`src/rtl/frame_renderer.sv`:
```
// frame_renderer
//
// Paints one 160x120 frame. A start request snapshots the game object
// positions, then the block enables the external coordinate counter.
// Every coordinate the counter presents is classified against the snapshot.
// The result goes to the VGA adapter as a registered write, one cycle later.
//
// Ports
//   clock, reset        : rising-edge clock; asynchronous active-high reset
//   start               : frame request (see handshake note below)
//   tank1_x/y, tank2_x/y: tank top-left corners
//   bullet_x/y          : bullet top-left corner
//   bullet_active       : bullet visibility
//   cnt_x/y, cnt_done   : coordinate counter stream (scan source)
//   cnt_enable          : enable for the coordinate counter
//   vga_x/y, colour     : pixel write to the VGA adapter
//   plot                : write strobe for the VGA adapter
//   busy                : a frame is in progress
//   frame_done          : one-cycle pulse after the last write
//   state_dbg           : current FSM state (1 = SCAN), for checkers
//
// Handshake: start is a single-cycle request with no ready signal.
//   - It is accepted on the rising edge only while busy is low (IDLE).
//   - Once accepted, busy rises in the next cycle.
//   - A start seen while busy is high is dropped, not queued.
//   - A start in the frame_done cycle is accepted, because the FSM is
//     already back in IDLE in that cycle.
//   - plot is a pure strobe. The adapter cannot stall the scan.

module frame_renderer #(
    parameter int GROUND_Y = 112,
    parameter int TANK_W   = 8,
    parameter int TANK_H   = 6,
    parameter int BULLET_S = 2
) (
    input  logic       clock,
    input  logic       reset,
    input  logic       start,
    input  logic [7:0] tank1_x,
    input  logic [6:0] tank1_y,
    input  logic [7:0] tank2_x,
    input  logic [6:0] tank2_y,
    input  logic [7:0] bullet_x,
    input  logic [6:0] bullet_y,
    input  logic       bullet_active,
    input  logic [7:0] cnt_x,
    input  logic [6:0] cnt_y,
    input  logic       cnt_done,
    output logic       cnt_enable,
    output logic [7:0] vga_x,
    output logic [6:0] vga_y,
    output logic [2:0] colour,
    output logic       plot,
    output logic       busy,
    output logic       frame_done,
    output logic       state_dbg
);

    typedef enum logic {
        IDLE = 1'b0,
        SCAN = 1'b1
    } state_t;

    localparam logic [8:0] TANK_W9   = 9'(TANK_W);
    localparam logic [7:0] TANK_H8   = 8'(TANK_H);
    localparam logic [8:0] BULLET_W9 = 9'(BULLET_S);
    localparam logic [7:0] BULLET_H8 = 8'(BULLET_S);
    localparam logic [6:0] GROUND_Y7 = 7'(GROUND_Y);

    localparam logic [2:0] C_WHITE = 3'b111;
    localparam logic [2:0] C_RED   = 3'b100;
    localparam logic [2:0] C_BLUE  = 3'b001;
    localparam logic [2:0] C_GREEN = 3'b010;
    localparam logic [2:0] C_BLACK = 3'b000;

    state_t     state, state_n;

    logic       cnt_enable_n;
    logic       busy_n;
    logic       plot_n;
    logic       frame_done_n;
    logic [7:0] vga_x_n;
    logic [6:0] vga_y_n;
    logic [2:0] colour_n;
    logic       snap_load;

    // Snapshot of object positions, frozen for the whole frame.
    logic [7:0] s_tank1_x, s_tank2_x, s_bullet_x;
    logic [6:0] s_tank1_y, s_tank2_y, s_bullet_y;
    logic       s_bullet_active;

    logic       bullet_hit, tank1_hit, tank2_hit, ground_hit;
    logic [2:0] pix_colour;

    // The offset is taken one bit wider than the coordinate, after x >= ox
    // has been checked. A box near the right or bottom edge therefore only
    // clips. It can never wrap back onto column 0 or row 0.
    function automatic logic hit_x(input logic [7:0] x, input logic [7:0] ox,
                                   input logic [8:0] w);
        logic [8:0] dx;
        dx = {1'b0, x} - {1'b0, ox};
        return (x >= ox) && (dx < w);
    endfunction

    function automatic logic hit_y(input logic [6:0] y, input logic [6:0] oy,
                                   input logic [7:0] h);
        logic [7:0] dy;
        dy = {1'b0, y} - {1'b0, oy};
        return (y >= oy) && (dy < h);
    endfunction

    assign bullet_hit = s_bullet_active
                        && hit_x(cnt_x, s_bullet_x, BULLET_W9)
                        && hit_y(cnt_y, s_bullet_y, BULLET_H8);
    assign tank1_hit  = hit_x(cnt_x, s_tank1_x, TANK_W9)
                        && hit_y(cnt_y, s_tank1_y, TANK_H8);
    assign tank2_hit  = hit_x(cnt_x, s_tank2_x, TANK_W9)
                        && hit_y(cnt_y, s_tank2_y, TANK_H8);
    assign ground_hit = (cnt_y >= GROUND_Y7);

    always_comb begin
        if (bullet_hit)      pix_colour = C_WHITE;
        else if (tank1_hit)  pix_colour = C_RED;
        else if (tank2_hit)  pix_colour = C_BLUE;
        else if (ground_hit) pix_colour = C_GREEN;
        else                 pix_colour = C_BLACK;
    end

    // Next-state and next-output logic. Write-port values hold by default.
    // plot and frame_done are strobes and default low.
    always_comb begin
        state_n      = state;
        cnt_enable_n = cnt_enable;
        busy_n       = busy;
        plot_n       = 1'b0;
        frame_done_n = 1'b0;
        vga_x_n      = vga_x;
        vga_y_n      = vga_y;
        colour_n     = colour;
        snap_load    = 1'b0;

        case (state)
            IDLE: begin
                if (start) begin
                    state_n      = SCAN;
                    cnt_enable_n = 1'b1;
                    busy_n       = 1'b1;
                    snap_load    = 1'b1;
                end
            end
            SCAN: begin
                if (cnt_done) begin
                    // The counter holds its last coordinate while done is
                    // high. That coordinate was already written in the
                    // previous cycle, so nothing is written here.
                    state_n      = IDLE;
                    cnt_enable_n = 1'b0;
                    busy_n       = 1'b0;
                    frame_done_n = 1'b1;
                end else begin
                    plot_n   = 1'b1;
                    vga_x_n  = cnt_x;
                    vga_y_n  = cnt_y;
                    colour_n = pix_colour;
                end
            end
            default: state_n = IDLE;
        endcase
    end

    always_ff @(posedge clock or posedge reset) begin
        if (reset) begin
            state           <= IDLE;
            cnt_enable      <= 1'b0;
            busy            <= 1'b0;
            plot            <= 1'b0;
            frame_done      <= 1'b0;
            vga_x           <= '0;
            vga_y           <= '0;
            colour          <= '0;
            s_tank1_x       <= '0;
            s_tank1_y       <= '0;
            s_tank2_x       <= '0;
            s_tank2_y       <= '0;
            s_bullet_x      <= '0;
            s_bullet_y      <= '0;
            s_bullet_active <= 1'b0;
        end else begin
            state      <= state_n;
            cnt_enable <= cnt_enable_n;
            busy       <= busy_n;
            plot       <= plot_n;
            frame_done <= frame_done_n;
            vga_x      <= vga_x_n;
            vga_y      <= vga_y_n;
            colour     <= colour_n;
            if (snap_load) begin
                s_tank1_x       <= tank1_x;
                s_tank1_y       <= tank1_y;
                s_tank2_x       <= tank2_x;
                s_tank2_y       <= tank2_y;
                s_bullet_x      <= bullet_x;
                s_bullet_y      <= bullet_y;
                s_bullet_active <= bullet_active;
            end
        end
    end

    assign state_dbg = (state == SCAN);

endmodule

```
`config.mk`:
```
export PLATFORM = sky130hd
export DESIGN_NAME = frame_renderer
export DESIGN_NICKNAME = d
export VERILOG_FILES = /design/src/rtl/frame_renderer.sv
export SDC_FILE = /design/constraint.sdc
export NUM_CORES = 1
export LEC_CHECK = 0
export CAP_MARGIN = 20
export CORE_MARGIN = 2
export CORE_UTILIZATION = 56
export DETAILED_ROUTE_END_ITERATION = 12
export GPL_ROUTABILITY_DRIVEN = 1
export GPL_TIMING_DRIVEN = 1
export PLACE_DENSITY = 0.86
export SLEW_MARGIN = 30
export SYNTH_ARGS = -nofsm -noshare
export SYNTH_HDL_FRONTEND = slang
export SYNTH_SLANG_ARGS = --single-unit
export TNS_END_PERCENT = 20
```
`constraint.sdc`:
```
create_clock -name clock -period 3.9 [get_ports clock]
set_input_delay 0.975 -clock clock [delete_from_list [all_inputs] [get_ports clock]]
set_output_delay 0.975 -clock clock [all_outputs]
set_load 0.005 [all_outputs]
```
==> reports/metrics.cfg <==
[clock_tree]
cts_num_sinks = 68
cts-hold-fix-buffers = 0
clk_pin_slew_ns = 0.07
cts_buffer_depth = 2
post_cts_resized = 0
root_buffer = clkbuf_8
htree_levels = 3
cts_tree = yes
cts_inserted_buffers = 9
cts_setup_buffers = 0
insertion_delay_ns = 0.34

[sta]
clock.fmax_ghz = 0.289
hold_violations = 0
worst_pin_slew_ns = 0.821
grt_setup_unrepaired = no
fin_ws_ns = 0.435
setup-tns-final_ns = 0
period_share = 0.888
setup-violations-final = 0
slew_headroom = 0.452
skew_ns = 0.00796
drv_slew = 0
min_period_ns = 3.46

[routing]
wl_mm = 9.97
drt-initial-drc-count = 192
via_per_inst = 5.53
vias = 3583
wl_per_cell_microns = 15.4
antenna_left = 0
drt_first_pass_iters = 5
drc = 0

[place]
portBuffers = 87
place_ws_ns = 0.0908
dp_cells = 635
gp_congestion = 0.892
dp_hpwl_mm = 7.62
dpl-instance-area_sq_mm = 0.00528

[logic_synthesis]
netlist_instances = 455
synth-async-reset-ratio = 1.00
postSynthAreaPerCell_sq_um = 9.38
yosysTopAreaCellShare = 0.399
yosys.area.top_type = dfrtp_1
ys_top_cells_by_area = dfrtp_1 40%, ha_1 13%, o21ai_0 6.1%, mux2_2 6.1%, inv_1 4.7%
ys_types = 59
synth_edf_count = 0
syn-cell-area_sq_mm = 0.00427
synth-seq-area-share = 0.399
synth_fp_nets = 569
synth-seq-cells = 68
ys.flop_type = dfrtp_1
yosys_warnings = 0

[floorplan]
ios = 88
num_rows = 31
fp.coreArea_sq_mm = 0.00733
initial_core_util = 0.582
die_area_sq_mm = 0.00833
die_x_microns = 91.3
die_h_microns = 91.3

[power_and_ir_drop]
power_density_mw_per_mm2 = 454
p_clk_frac = 0.202
p_int_mw = 1.64
p_leak_nw = 2.42
ir_drop_v = 0.000274
sequentialPowerShare = 0.372
netSwitchingPower_uw = 839
p_comb_frac = 0.426
swShare = 0.339

[final_layout]
utilization = 0.743
stdcell_count = 648
area_growth_pct = 27.7
diodes = 0
final_net_count = 661
fin_area_sq_mm = 0.00545
drive_gt1_frac = 0.0984

[setup_path]
path_class = input pin to flop
cp-end-kind = flop
cp.required_ns = 4.12
worstSetupStartpointType = input pin
slowest_delay_ns = 0.72
worstPathArrival_ns = 3.69
cp_max_fo = 7
cp_cell_sequence = clkdlybuf4s50_1, ha_1, nor2b_1, o21a_1, or4_1, a21oi_1, nand3_1, a211oi_1, nor3b_1, o22a_1
slowest_stage = clkdlybuf4s50_1

[global_routing]
grt.total_usage = 0.253
grt_antenna_before_repair = 0
grt_pass1_vias = 3598
overflow = 0
grt_max_degree = 69
grt_pass1_wl_mm = 16.9

[run]
max-cap-violations = 0

[run_status]
outcome = finished clean

[hold_path]
hold_path.class = flop to flop

sequential cells by signal, indices dropped and copies added, names as in the netlist, 3 cells and up:
register    cells
s_tank2_x       8
s_bullet_x      8
s_tank2_y       7
colour          3
s_bullet_y      7
vga_y           7
s_tank1_x       8
s_tank1_y       7
vga_x           8
worst paths after layout:
kind | slack [ns] | end | start | cells past startpoint
setup / recovery | 0.44 | colour[1]$_DFFE_PP0P_ | cnt_y[1] | 10
hold / removal | 0.51 | vga_y[3]$_DFFE_PP0P_ | vga_y[3]$_DFFE_PP0P_ | 1
setup reg to reg | 1.32 | colour[1]$_DFFE_PP0P_ | s_tank2_y[0]$_DFFE_PP0P_ | 11
hold reg to reg | 0.51 | vga_y[3]$_DFFE_PP0P_ | vga_y[3]$_DFFE_PP0P_ | 1
max in group asynchronous | 2.58 | s_tank1_x[5]$_DFFE_PP0P_ | reset | 3
min in group asynchronous | 1.04 | vga_x[0]$_DFFE_PP0P_ | reset | 3
per-stage QoR:
stage,power [mW],hold slack (ns)
floorplan,1.60,0.481
global route,2.66,0.526
global placement,1.92,0.489
finish,2.47,0.509
CTS,2.48,0.511
detailed placement,1.97,0.496
cells in the mapped netlist (2+ instances only):
cell        n
a211oi_1    4
clkbuf_1   10
nor2b_1     7
fa_1        4
or3_1       2
o41ai_1     2
o22ai_1     2
a21oi_1    20
nand3b_1    2
nor4_1      2
inv_1      53
buf_1       2
nand3_1     4
dfrtp_1    68
nor4b_1     2
mux2_2     23
ha_1       45
nor3b_1     5
o31a_1      3
xor2_1      2
nor3_1     12
o211ai_1    2
a21o_1      2
a2111oi_0   2
o21a_1     10
or2_2       2
nand2_1    51
a31oi_1     2
o22a_1      3
nand2b_1    5
o21ai_0    52
mux2i_1     4
nor2_1     20
power by group through the flow:
stage               clock [mW]  combinational (mW)  sequential [mW]
floorplan                    0               0.675            0.924
global placement             0               0.998            0.927
finish                   0.500                1.05            0.921
detailed placement           0                1.04            0.935
CTS                      0.509                1.05            0.922
global route             0.546                1.18            0.937
metal layers:
layer / wire [microns] / GRT usage / share of wire
met2: 4870 / 0.431 / 0.49
met5: 0 / 0 / 0
met1: 4520 / 0.330 / 0.45
met3: 454 / 0.0506 / 0.046
met4: 125 / 0.0694 / 0.013
layout make-up:
class / instances / area (sq um)
tap: 99 / 124
clock inverter: 2 / 12.5
sequential: 68 / 1700
fill: 525 / 1880
clock buffer: 11 / 151
timing repair buffer: 94 / 936
inverter: 53 / 199
multi-input combinational: 321 / 2320
critical path: cells and delay by family:
kind                     cells  cell delay (ns)
buffers and inverters        1             0.72
adder cells (fa/ha/maj)      1             0.31
AND/OR/NAND/NOR              4             0.79
AO/OA/AOI/OAI                4             0.89
kinds of logic (layout without fill, tap and decap cells):
kind of cell / Yosys count / count (layout) / synth area share
flip-flops: 68 / 68 / 0.399
adder cells (fa/ha/maj): 49 / 49 / 0.151
buffers and inverters: 66 / 160 / 0.0589
AO/OA/AOI/OAI: 120 / 120 / 0.176
AND/OR/NAND/NOR: 122 / 122 / 0.139
XOR/XNOR: 3 / 3 / 0.00616
multiplexers: 27 / 27 / 0.0701
placed cells by master, fill, tap and decap left out, types with 6 or more instances in the layout:
cell / n
inv_1: 52
a21oi_1: 20
clkdlybuf4s50_1: 87
dfrtp_1: 68
mux2_2: 23
ha_1: 45
clkbuf_8: 11
o21a_1: 10
nor3_1: 12
nand2_1: 51
nor2_1: 20
buf_4: 6
o21ai_0: 52
No activity file was read; power rests on OpenSTA's default activity.
